===== src/rtl/ctr_block_feeder_pkg.sv =====
// Shared types and lane helpers for the CTR block feeder.
// Lane i of a block occupies bits [127-8i -: 8]; keep bit 15 maps to lane 0.
package ctr_feed_pkg;

  localparam int BLOCK_BYTES = 16;

  typedef enum logic [1:0] {FILL, START, WAIT, OUT} state_t;

  function automatic int lane_off(input int lane);
    return 127 - 8 * lane;
  endfunction

  function automatic logic [127:0] keep_mask(input logic [15:0] keep);
    logic [127:0] m;
    m = '0;
    for (int i = 0; i < BLOCK_BYTES; i++)
      m[lane_off(i) -: 8] = {8{keep[15-i]}};
    return m;
  endfunction

endpackage


===== src/rtl/ctr_block_feeder_if.sv =====
// Byte stream in, encryptor handshake and ciphertext block out for the CTR feeder.
// master = the feeder, slave = its surroundings (source, encryptor, sink).
interface ctr_block_feeder_if #(parameter int CNT_W = 32);
  logic [7:0]       s_byte;
  logic             s_valid;
  logic             s_last;
  logic             s_ready;
  logic             enc_start;
  logic [127:0]     enc_block;
  logic             enc_done;
  logic [127:0]     enc_result;
  logic [127:0]     m_block;
  logic [15:0]      m_keep;
  logic             m_last;
  logic             m_valid;
  logic             m_ready;
  logic [CNT_W-1:0] blk_count;
  logic             err;

  modport master (
    input  s_byte, s_valid, s_last, enc_done, enc_result, m_ready,
    output s_ready, enc_start, enc_block, m_block, m_keep, m_last, m_valid,
           blk_count, err
  );

  modport slave (
    output s_byte, s_valid, s_last, enc_done, enc_result, m_ready,
    input  s_ready, enc_start, enc_block, m_block, m_keep, m_last, m_valid,
           blk_count, err
  );
endinterface


===== src/rtl/ctr_block_feeder.sv =====
// Packs plaintext bytes into 128-bit blocks, drives the CTR encryptor and emits
// masked ciphertext blocks. Define CTR_FEED_TIMEOUT_EN to abort stalled encryptions.
module ctr_block_feeder
  import ctr_feed_pkg::*;
#(
  parameter int CNT_W          = 32,
  parameter int TIMEOUT_CYCLES = 64
) (
  input  logic               clk,
  input  logic               reset,
  ctr_block_feeder_if.master bus
);

  state_t           r_state;
  logic [3:0]       r_byte_cnt;
  logic [127:0]     r_enc_block;
  logic [15:0]      r_keep;
  logic             r_last;
  logic [127:0]     r_m_block;
  logic             r_m_valid;
  logic             r_enc_start;
  logic             r_s_ready;
  logic [CNT_W-1:0] r_blk_count;
  logic [6:0]       w_lane_off;

  assign w_lane_off = 7'(lane_off(int'(r_byte_cnt)));

`ifdef CTR_FEED_TIMEOUT_EN
  localparam int WAIT_W = (TIMEOUT_CYCLES > 1) ? $clog2(TIMEOUT_CYCLES) : 1;
  logic [WAIT_W-1:0] r_wait_cnt;
  logic              r_err;
  assign bus.err = r_err;
`else
  // No watchdog in this build; err is a constant-false expression.
  assign bus.err = (TIMEOUT_CYCLES < 0);
`endif

  always_ff @(posedge clk or posedge reset) begin
    if (reset) begin
      r_state     <= FILL;
      r_byte_cnt  <= '0;
      r_enc_block <= '0;
      r_keep      <= '0;
      r_last      <= 1'b0;
      r_m_block   <= '0;
      r_m_valid   <= 1'b0;
      r_enc_start <= 1'b0;
      r_s_ready   <= 1'b0;
      r_blk_count <= '0;
`ifdef CTR_FEED_TIMEOUT_EN
      r_wait_cnt  <= '0;
      r_err       <= 1'b0;
`endif
    end else begin
      r_enc_start <= 1'b0;
      case (r_state)
        FILL: begin
          r_s_ready <= 1'b1;
          if (bus.s_valid && r_s_ready) begin
            r_enc_block[w_lane_off -: 8] <= bus.s_byte;
            r_keep[4'd15 - r_byte_cnt]   <= 1'b1;
            r_last                       <= bus.s_last;
            if (r_byte_cnt == 4'd15 || bus.s_last) begin
              r_byte_cnt  <= '0;
              r_s_ready   <= 1'b0;
              r_enc_start <= 1'b1;
              r_state     <= START;
            end else begin
              r_byte_cnt <= r_byte_cnt + 4'd1;
            end
          end
        end
        START: begin
`ifdef CTR_FEED_TIMEOUT_EN
          r_wait_cnt <= '0;
`endif
          r_state <= WAIT;
        end
        WAIT: begin
          if (bus.enc_done) begin
            r_m_block <= bus.enc_result & keep_mask(r_keep);
            r_m_valid <= 1'b1;
            r_state   <= OUT;
          end
`ifdef CTR_FEED_TIMEOUT_EN
          else if (r_wait_cnt == WAIT_W'(TIMEOUT_CYCLES - 1)) begin
            // Give up on this block: drop it silently and flag the stall.
            r_err       <= 1'b1;
            r_enc_block <= '0;
            r_keep      <= '0;
            r_last      <= 1'b0;
            r_s_ready   <= 1'b1;
            r_state     <= FILL;
          end else begin
            r_wait_cnt <= r_wait_cnt + 1'b1;
          end
`endif
        end
        OUT: begin
          if (bus.m_ready) begin
            r_m_valid   <= 1'b0;
            r_blk_count <= r_blk_count + 1'b1;
            r_enc_block <= '0;
            r_keep      <= '0;
            r_last      <= 1'b0;
            r_s_ready   <= 1'b1;
            r_state     <= FILL;
          end
        end
        default: r_state <= FILL;
      endcase
    end
  end

  assign bus.s_ready   = r_s_ready;
  assign bus.enc_start = r_enc_start;
  assign bus.enc_block = r_enc_block;
  assign bus.m_block   = r_m_block;
  assign bus.m_keep    = r_keep;
  assign bus.m_last    = r_last;
  assign bus.m_valid   = r_m_valid;
  assign bus.blk_count = r_blk_count;

endmodule


===== src/flat_wrapper.sv =====
// flat-port wrapper written by rule: the top's interface ports become plain ports
module ctr_block_feeder_flat import ctr_feed_pkg::*;
#(
  parameter int CNT_W          = 32,
  parameter int TIMEOUT_CYCLES = 64
)
  (clk, reset, bus_s_byte, bus_s_valid, bus_s_last, bus_enc_done, bus_enc_result, bus_m_ready, bus_s_ready, bus_enc_start, bus_enc_block, bus_m_block, bus_m_keep, bus_m_last, bus_m_valid, bus_blk_count, bus_err);
  ctr_block_feeder_if #(.CNT_W(CNT_W)) bus_i ();
  input  logic clk;
  input  logic reset;
  input wire logic [$bits(bus_i.s_byte)-1:0] bus_s_byte;
  input wire logic [$bits(bus_i.s_valid)-1:0] bus_s_valid;
  input wire logic [$bits(bus_i.s_last)-1:0] bus_s_last;
  input wire logic [$bits(bus_i.enc_done)-1:0] bus_enc_done;
  input wire logic [$bits(bus_i.enc_result)-1:0] bus_enc_result;
  input wire logic [$bits(bus_i.m_ready)-1:0] bus_m_ready;
  output wire logic [$bits(bus_i.s_ready)-1:0] bus_s_ready;
  output wire logic [$bits(bus_i.enc_start)-1:0] bus_enc_start;
  output wire logic [$bits(bus_i.enc_block)-1:0] bus_enc_block;
  output wire logic [$bits(bus_i.m_block)-1:0] bus_m_block;
  output wire logic [$bits(bus_i.m_keep)-1:0] bus_m_keep;
  output wire logic [$bits(bus_i.m_last)-1:0] bus_m_last;
  output wire logic [$bits(bus_i.m_valid)-1:0] bus_m_valid;
  output wire logic [$bits(bus_i.blk_count)-1:0] bus_blk_count;
  output wire logic [$bits(bus_i.err)-1:0] bus_err;
  assign bus_i.s_byte = bus_s_byte;
  assign bus_i.s_valid = bus_s_valid;
  assign bus_i.s_last = bus_s_last;
  assign bus_i.enc_done = bus_enc_done;
  assign bus_i.enc_result = bus_enc_result;
  assign bus_i.m_ready = bus_m_ready;
  assign bus_s_ready = bus_i.s_ready;
  assign bus_enc_start = bus_i.enc_start;
  assign bus_enc_block = bus_i.enc_block;
  assign bus_m_block = bus_i.m_block;
  assign bus_m_keep = bus_i.m_keep;
  assign bus_m_last = bus_i.m_last;
  assign bus_m_valid = bus_i.m_valid;
  assign bus_blk_count = bus_i.blk_count;
  assign bus_err = bus_i.err;
  ctr_block_feeder #(.CNT_W(CNT_W), .TIMEOUT_CYCLES(TIMEOUT_CYCLES)) u_core (.clk(clk), .reset(reset), .bus(bus_i));
endmodule

===== config.mk =====
export PLATFORM = sky130hd
export DESIGN_NAME = ctr_block_feeder_flat
export DESIGN_NICKNAME = d
export VERILOG_FILES = /design/src/rtl/ctr_block_feeder_pkg.sv /design/src/rtl/ctr_block_feeder_if.sv /design/src/rtl/ctr_block_feeder.sv /design/src/flat_wrapper.sv
export SDC_FILE = /design/constraint.sdc
export NUM_CORES = 1
export LEC_CHECK = 0
export BUFFER_PORTS_ARGS = -buffer_cell sky130_fd_sc_hd__buf_2
export CAP_MARGIN = 20
export CORE_MARGIN = 3
export CORE_UTILIZATION = 40
export DETAILED_ROUTE_END_ITERATION = 8
export GPL_ROUTABILITY_DRIVEN = 0
export PLACE_DENSITY = 0.66
export RECOVER_POWER = 100
export SLEW_MARGIN = 20
export SYNTH_ARGS = -nofsm -noshare
export SYNTH_HDL_FRONTEND = slang
export SYNTH_SLANG_ARGS = --single-unit

===== constraint.sdc =====
create_clock -name clk -period 17.55 [get_ports clk]
set_input_delay 0.8775 -clock clk [delete_from_list [all_inputs] [get_ports clk]]
set_output_delay 0.8775 -clock clk [all_outputs]
set_load 0.03 [all_outputs]

==> results.cfg, run 1 <==
[synth]
ys_ff_latch = 314
synth_nets = 1437
synthArstFlopShare_pct = 100
synth_area_leaders = dfrtp_1 62%, nand2_1 8.9%, o21ai_0 8.6%
postSynthCellCount = 1286
yosysWarnings = 0
avgSynthCellArea_um2 = 9.89
yosys.cell_types.count = 42
yosysSeqAreaShare_pct = 61.8
synth-edff-count = 0
synth_top_area_share_pct = 61.8
ys.flop_type = dfrtp_1
syn_area_um2 = 12700
yosysTopAreaCell = dfrtp_1

[clocking]
htreeDepth = 2
postCtsSetupBuffers = 0
insertion_delay_ps = 520
clockBufferDepth = 3
ctsHoldBuffers = 0
clock_sink_count = 314
cts_made_buffers = 35
cts.clk_slew.worst_paths_ps = 60
cts_root_buffer = clkbuf_16
cts_tree = done
cts_resized = 0

[run]
cap_violations = 6

[outcome]
violations = capacitance limit, slew limit
status = finished with violations

[drt]
dr.pass1.iters = 6
routed_wl_um = 41800
via_per_inst = 5.12
drt_iter0_markers = 767
post-route-drc-count = 0
drtAntennaViolNets = 0
wl_per_cell_um = 19.9
num_vias = 10800

[critical_path]
slowest_stage = clkbuf_1
path_max_fanout = 122
critPathCaptureType = flop
r2r_start = u_core.r_state[0]
regToRegSetupSlack_ps = 9340
critical_path_required_ps = 17760
crit_top_cell = clkbuf_1
max_stage_delay_ps = 3040
crit_chain = inv_1 > ha_1 > nand2_1 > clkbuf_1 > clkbuf_1 > clkbuf_1 > o21ai_0
crit_arrival_ps = 8420
worstSetupStartpointType = flop
path_class = flop to flop
startpoint = u_core.r_state[0]

[placed_design]
io_buffer_count = 449
post_dp_cell_area_um2 = 15100
hpwl_um = 30100
place_ws_ps = 14200

[sta]
drv_slew = 496
rsz0062_at_grt = no
period_share_pct = 46.8
fmax_ghz = 0.122
max_slew_margin_pct = -295
setup_violations = 0
skew_ps = 30.8
finalHoldViolCount = 0
fin_crit_ps = 8210
fin_tns_setup_ps = 0
tightest_slew_ps = 5900
worst_slack_ps = 9340
whs_ps = 473

[floorplanning]
die_w_um = 184
initial_core_util_pct = 41.0
die_h_um = 184
ios = 451
die_area_um2 = 34000
placeableCoreArea_um2 = 31000
rows = 64

[final_layout]
layout-drive-gt1-share_pct = 11.7
nNetsFinal = 1839
area_growth_pct = 23.6
n_antenna_cell = 0
fin_area_um2 = 15700
fin_util_pct = 50.7

[hold_path]
worstHoldStart = u_core.bus.m_block[17]
hold_class = flop to flop

[global_routing]
overflow = 0
grt_use_total_pct = 23.8
grt_max_degree = 182
antenna_found_initial = 0
grt_pass1_vias = 10600
grt_pass1_wl_um = 63100

[power_and_ir_drop]
power_density_nw_per_um2 = 176
p_leak_nw = 7.09
ir_drop_v = 0.0000706
critical path: cells and delay by family, from the launching register on:
kind / cells / cell delay [ps]
and+or+nand+nor: 1 / 280
adders and majority gates: 1 / 240
buffers and inverters: 4 / 6400
AOI/OAI and AO/OA: 1 / 490
DFF: 1 / 370
layer usage:
metal / up-vias / GRT usage [%] / wire length, µm
met2: 376 / 39.0 / 19600
met4: 0 / 11.1 / 2140
met3: 89 / 7.56 / 3580
met5: - / 0 / 0
met1: 5147 / 28.8 / 16500
li1: 5173 / - / -
state kept, by name (all words and copies together) (netlist names):
signal and cells:
u_core.bus.m_block 128, u_core.bus.enc_block 128, u_core.r_byte_cnt 4, u_core.r_state 2, u_core.bus.m_last 1, u_core.bus.blk_count 32
u_core.bus.m_keep 16, u_core.bus.enc_start 1, u_core.bus.s_ready 1, u_core.bus.m_valid 1
through the flow:
| step | cells | power, mW |
|---|---|---|
| 4_1_cts | 2106 | 2.83 |
| 5_1_grt | 2107 | 2.92 |
| 3_5_place_dp | 2046 | 2.14 |
| 6_report | 2107 | 2.76 |
| 2_1_floorplan | 1286 | 1.77 |
| 3_3_place_gp | 2046 | 2.12 |
cell type report:
cell class | count | area [µm²]
Multi-Input combinational cell | 858 | 4310
Tap cell | 396 | 495
Inverter | 25 | 95.1
Clock inverter | 5 | 40.0
Fill cell | 3071 | 15300
Clock buffer | 55 | 1020
Sequential cell | 314 | 7860
Timing Repair Buffer | 454 | 1900
cell usage in the layout (no fill, tap or decap), types with 4 or more instances in the layout:
| cell type | netlist | final |
|---|---|---|
| clkbuf_16 | 0 | 36 |
| xnor2_1 | 27 | 27 |
| nand2_1 | 301 | 301 |
| and3_1 | 13 | 13 |
| nand4_1 | 22 | 24 |
| nand4_2 | 9 | 7 |
| xor2_1 | 4 | 4 |
| nand3_1 | 142 | 143 |
| nor3_1 | 8 | 8 |
| nor3b_1 | 4 | 4 |
| clkbuf_8 | 0 | 5 |
| dfrtp_1 | 314 | 314 |
| ha_1 | 9 | 9 |
| inv_1 | 25 | 24 |
| and3b_1 | 8 | 8 |
| a21oi_1 | 17 | 17 |
| o21ai_0 | 218 | 259 |
| nor2_1 | 9 | 9 |
| clkbuf_1 | 31 | 326 |
| buf_2 | 22 | 141 |
power by group:
group | internal (mW) | switching [mW] | leakage [nW] | total, mW
clock | 0.400 | 0.285 | 0.519 | 0.685
combinational | 0.203 | 0.784 | 2.29 | 0.987
sequential | 0.917 | 0.171 | 4.28 | 1.09
total | 1.52 | 1.24 | 7.09 | 2.76
cell families after synthesis:
group,count (synthesis),synth area share (%)
compound gates,287,11.5
xor+xnor,31,2.13
fa+ha+maj,9,0.885
buf+inv,114,4.17
flops,314,61.8
mux,2,0.177
other cells,1,0.0295
simple gates,528,19.3
Yosys cell counts, drive strengths merged (8+ instances only):
cell and count:
dfrtp 314, xnor2 27, nor2 9, nand3 143, and3 13, ha 9
nand2 301, a21oi 17, clkbuf 31, o21ai 262, and3b 8, buf 58
nor3 8, nand4 31, inv 25
final timing paths:
check                                          endpoint  cells after the start
worst min register to register   u_core.bus.m_block[17]                      2
worst min-delay path             u_core.bus.m_block[17]                      2
worst max-delay path             u_core.bus.m_block[20]                      7
min in group asynchronous       u_core.bus.m_block[106]                      2
worst max register to register   u_core.bus.m_block[20]                      7
max in group asynchronous        u_core.bus.m_block[65]                      2
Note: power is estimated with default switching activity, not from simulation.
==> inputs of run 2 (changes only) <==
--- a/config.mk
+++ b/config.mk
@@ -11,7 +11,7 @@
 export CORE_UTILIZATION = 40
 export DETAILED_ROUTE_END_ITERATION = 8
 export GPL_ROUTABILITY_DRIVEN = 0
-export PLACE_DENSITY = 0.66
+export PLACE_DENSITY = 0.69
 export RECOVER_POWER = 100
 export SLEW_MARGIN = 20
 export SYNTH_ARGS = -nofsm -noshare
==> constraint.sdc (replaced) <==
create_clock -name clk -period 6.87 [get_ports clk]
set_input_delay 0.3435 -clock clk [delete_from_list [all_inputs] [get_ports clk]]
set_output_delay 0.3435 -clock clk [all_outputs]
set_load 0.03 [all_outputs]
==> results.cfg, run 2 (synthesized netlist as in run 1, its figures left out) <==
[sta]
worst_slack_ps = 2510
drv_slew = 229
period_share_pct = 63.4
skew_ps = 24.0
fin_tns_setup_ps = 0
finalHoldViolCount = 0
fmax_ghz = 0.230
tightest_slew_ps = 3390
setup_violations = 0
max_slew_margin_pct = -126
rsz0062_at_grt = no
fin_crit_ps = 4360

[run]
cap_violations = 3

[global_routing]
overflow = 0
antenna_found_initial = 2
grt_pass1_wl_um = 60800
grt_max_degree = 169
grt_use_total_pct = 23.0
grt_pass1_vias = 10300

[clocking]
clockBufferDepth = 3
cts.clk_slew.worst_paths_ps = 60
clock_sink_count = 314
cts_resized = 0
cts_made_buffers = 35
cts_tree = done
htreeDepth = 2
cts_root_buffer = clkbuf_16
insertion_delay_ps = 510

[drt]
num_vias = 10800
drt_iter0_markers = 617
dr.pass1.iters = 5
via_per_inst = 5.12
post-route-drc-count = 0
routed_wl_um = 40700
drtAntennaViolNets = 0
wl_per_cell_um = 19.3

[final_layout]
register_area_um2 = 7860
area_growth_pct = 24.8
fin_util_pct = 51.2
multi_input_area_um2 = 4310
fillers = 2993
final_common_cell = clkbuf_1
layout_common_cells = 318 x clkbuf_1, 314 x dfrtp_1, 301 x nand2_1
n_antenna_cell = 0
nNetsFinal = 1843
layout-drive-gt1-share_pct = 12.1
fin_area_um2 = 15900

[hold_path]
min_path_cells = 3
hold_class = primary input to flop

[critical_path]
crit_arrival_ps = 4730
worstSetupStartpointType = flop
slowest_stage = nand2_1
path_max_fanout = 125
critPathCaptureType = flop
crit_chain = inv_1 > ha_1 > nand2_1 > buf_4 > buf_16 > o21ai_0
max_stage_delay_ps = 2350
critical_path_required_ps = 7240
r2r_cells = 6
path_class = flop to flop

[power_and_ir_drop]
power_density_nw_per_um2 = 452
ir_drop_v = 0.000168
p_leak_nw = 7.17

[floorplanning]
die_w_um = 184
ios = 451
die_area_um2 = 34000
placeableCoreArea_um2 = 31000
initial_core_util_pct = 41.0
die_h_um = 184
rows = 64

[placed_design]
hpwl_um = 29800
post_dp_cell_area_um2 = 15100
place_ws_ps = 3860
io_buffer_count = 449

[outcome]
violations = capacitance limit, slew limit
status = finished with violations
## run 2: worst paths after layout
kind,from,end,slack [ps]
worst max-delay path,u_core.r_state[0],u_core.bus.m_block[124],2510
worst max register to register,u_core.r_state[0],u_core.bus.m_block[124],2510
max in group asynchronous,reset,u_core.bus.m_block[23],2730
worst min register to register,u_core.bus.m_block[59],u_core.bus.m_block[59],470
min in group asynchronous,reset,u_core.bus.blk_count[10],670
worst min-delay path,bus_enc_result[30],u_core.bus.m_block[30],70
## run 2: area by class of cell
type | instances | share of cell area [%]
clock buffers | 51 | 6.47
flip-flops and latches | 314 | 49.5
clock inverters | 6 | 0.804
repair buffers | 458 | 12.3
inverters | 25 | 0.599
well taps | 396 | 3.12
multi-input cells | 858 | 27.2
## run 2: metal layers
| metal | part of all wire, % | vias up | wire length (µm) | global-route usage (%) |
|---|---|---|---|---|
| met2 | 48 | 374 | 19400 | 38.9 |
| met5 | 0.037 | - | 15 | 0 |
| li1 | - | 5185 | - | - |
| met1 | 40 | 5137 | 16300 | 28.0 |
| met3 | 7.9 | 97 | 3210 | 6.49 |
| met4 | 4.4 | 4 | 1780 | 8.83 |
## run 2: power by group
group	internal, mW	switching [mW]	leakage (nW)
combinational	0.527	2.00	2.32
clock	1.15	0.730	0.564
sequential	2.34	0.429	4.28
## run 2: through the flow
step / total power, mW / instances / hold slack [ps]
after global placement: 5.40 / 2048 / 458
after detailed placement: 5.46 / 2048 / 457
after floorplan: 4.52 / 1286 / 488
after global routing: 7.57 / 2108 / 67.4
final: 7.17 / 2108 / 74.7
after CTS: 7.35 / 2105 / 52.7
## run 2: repair_timing
item	CTS	global route
hold buffers	0	1
buffers inserted	0	0
endpoints found under the hold margin	0	20
## run 2: worst max-delay path: cells and delay by family (launching register included)
family,cells,cell delay (ps)
simple gates,1,2350
buf+inv,3,1020
flops,1,370
fa+ha+maj,1,240
compound gates,1,160
==> inputs of run 3 (changes only) <==
--- a/config.mk
+++ b/config.mk
@@ -5,13 +5,14 @@
 export SDC_FILE = /design/constraint.sdc
 export NUM_CORES = 1
 export LEC_CHECK = 0
+export ABC_AREA = 1
 export BUFFER_PORTS_ARGS = -buffer_cell sky130_fd_sc_hd__buf_2
 export CAP_MARGIN = 20
 export CORE_MARGIN = 3
 export CORE_UTILIZATION = 40
 export DETAILED_ROUTE_END_ITERATION = 8
 export GPL_ROUTABILITY_DRIVEN = 0
-export PLACE_DENSITY = 0.69
+export PLACE_DENSITY = 0.66
 export RECOVER_POWER = 100
 export SLEW_MARGIN = 20
 export SYNTH_ARGS = -nofsm -noshare
==> constraint.sdc (replaced) <==
create_clock -name clk -period 4.2 [get_ports clk]
set_input_delay 0.21 -clock clk [delete_from_list [all_inputs] [get_ports clk]]
set_output_delay 0.21 -clock clk [all_outputs]
set_load 0.03 [all_outputs]
==> results.cfg, run 3 <==
[sta]
worst_slack_ps = 1230
fmax_ghz = 0.337
max_slew_margin_pct = -32.2
setup_violations = 0
finalHoldViolCount = 16
drv_slew = 126
period_share_pct = 70.6
whs_ps = -44.2
tightest_slew_ps = 1980
fin_crit_ps = 2970
skew_ps = 19.4
rsz0062_at_grt = no
fin_tns_setup_ps = 0

[drt]
num_vias = 12200
dr.pass1.iters = 5
via_per_inst = 5.02
post-route-drc-count = 0
drtAntennaViolNets = 0
wl_per_cell_um = 18.2
drt_iter0_markers = 682
routed_wl_um = 44200

[placed_design]
io_buffer_count = 449
post_dp_cell_area_um2 = 15400
hpwl_um = 30700
dp.cells = 2231
place_ws_ps = 1800

[clocking]
cts_tree = done
clock_sink_count = 314
cts_made_buffers = 35
cts_root_buffer = clkbuf_16
cts_resized = 0
cts.clk_slew.worst_paths_ps = 60
insertion_delay_ps = 510
htreeDepth = 2
clockBufferDepth = 3

[hold_path]
hold_class = primary input to asynchronous set/reset pin

[synth]
postSynthCellCount = 1433
synthTopCellsByCount = 538 x nand2_1, 314 x dfrtp_1, 259 x o21ai_0
yosysSeqAreaShare_pct = 61.2
yosys.cell_types.count = 30
synth_nets = 1584
syn_area_um2 = 12800
synth-edff-count = 0
synth_area_leaders = dfrtp_1 61%, nand2_1 16%, o21ai_0 10%
avgSynthCellArea_um2 = 8.96
synthArstFlopShare_pct = 100
ys_ff_latch = 314
synth_top_area_share_pct = 61.2
ys.flop_type = dfrtp_1
yosysTopAreaCell = dfrtp_1
yosysWarnings = 0
synth.most_common_cell = nand2_1

[critical_path]
critPathCaptureType = flop
r2r_cells = 5
crit_arrival_ps = 3320
worstSetupStartpointType = flop
critical_path_required_ps = 4560
path_max_fanout = 125
path_class = flop to flop

[power_and_ir_drop]
ir_drop_v = 0.000409
p_leak_nw = 8.03
power_mw = 12.5
power_density_nw_per_um2 = 718

[floorplanning]
initial_core_util_pct = 41.3
rows = 64
ios = 451
die_h_um = 185
placeableCoreArea_um2 = 31100
die_area_um2 = 34300
die_w_um = 185

[global_routing]
grt_use_total_pct = 24.8
grt_pass1_vias = 12200
overflow = 0
antenna_found_initial = 3
grt_max_degree = 158
grt_pass1_wl_um = 67300

[final_layout]
fin_util_pct = 56.2
register_area_um2 = 7860
final_common_cell = nand2_1
layoutNonFillerInstCount = 2423
layout_common_cells = 544 x nand2_1, 315 x clkbuf_1, 314 x dfrtp_1
fin_area_um2 = 17500
fillers = 2933
layout-drive-gt1-share_pct = 10.8
area_growth_pct = 36.0
nNetsFinal = 2152
multi_input_area_um2 = 4370

[outcome]
status = finished with violations
violations = hold timing, capacitance limit, slew limit

[run]
cap_violations = 1
-- run 3: cell families after synthesis --
| kind of cell | synth area share (%) |
|---|---|
| and+or+nand+nor | 20.9 |
| DFF | 61.2 |
| AOI/OAI and AO/OA | 11.7 |
| buffers and inverters | 4.12 |
| xor gates and xnor gates | 1.23 |
| adders and majority gates | 0.877 |
| other | 0.0292 |
-- run 3: layout make-up --
cell class                      count  area share [%]
Clock inverter                     12            1.12
Clock buffer                       49            5.83
Antenna cell                        2          0.0287
Sequential cell                   314            45.0
Timing Repair Buffer              584            18.4
Inverter                           79            1.71
Multi-Input combinational cell    987            25.0
Tap cell                          396            2.84
-- run 3: final timing paths --
path / from / end / slack [ps]
worst min-delay path: reset / u_core.bus.enc_block[102] / -40
min in group clk: bus_m_ready / u_core.bus.m_valid / 130
worst min register to register: u_core.bus.enc_block[12] / u_core.bus.enc_block[12] / 480
worst max-delay path: u_core.r_state[0] / u_core.bus.m_block[18] / 1230
max in group asynchronous: reset / u_core.bus.m_block[60] / 3480
worst max register to register: u_core.r_state[0] / u_core.bus.m_block[18] / 1230
-- run 3: repair_timing --
item | 4_1_cts | 5_1_grt
hold buffers | 129 | 0
endpoints found under the hold margin | 129 | 0
endpoints found under the setup margin | 0 | 0
setup buffers | 0 | 0
-- run 3: metal layers --
metal	part of all wire [%]	global-route usage (%)	vias up
met5	0	0	-
met3	8.3	6.44	96
met4	3.4	8.55	0
li1	-	-	5742
met1	40	31.4	5858
met2	48	41.7	475
-- run 3: worst max-delay path, stage by stage (launching register included) --
cell,delay [ps]
dfrtp_1,370
inv_1,70
ha_1,240
nand2_2,1320
buf_4,510
o21ai_0,170
-- run 3: report_power, final --
group	internal (mW)	total (mW)	leakage [nW]	switching, mW
registers	3.90	4.69	4.26	0.791
clock network	2.00	3.24	0.602	1.24
logic	1.02	4.61	3.16	3.59
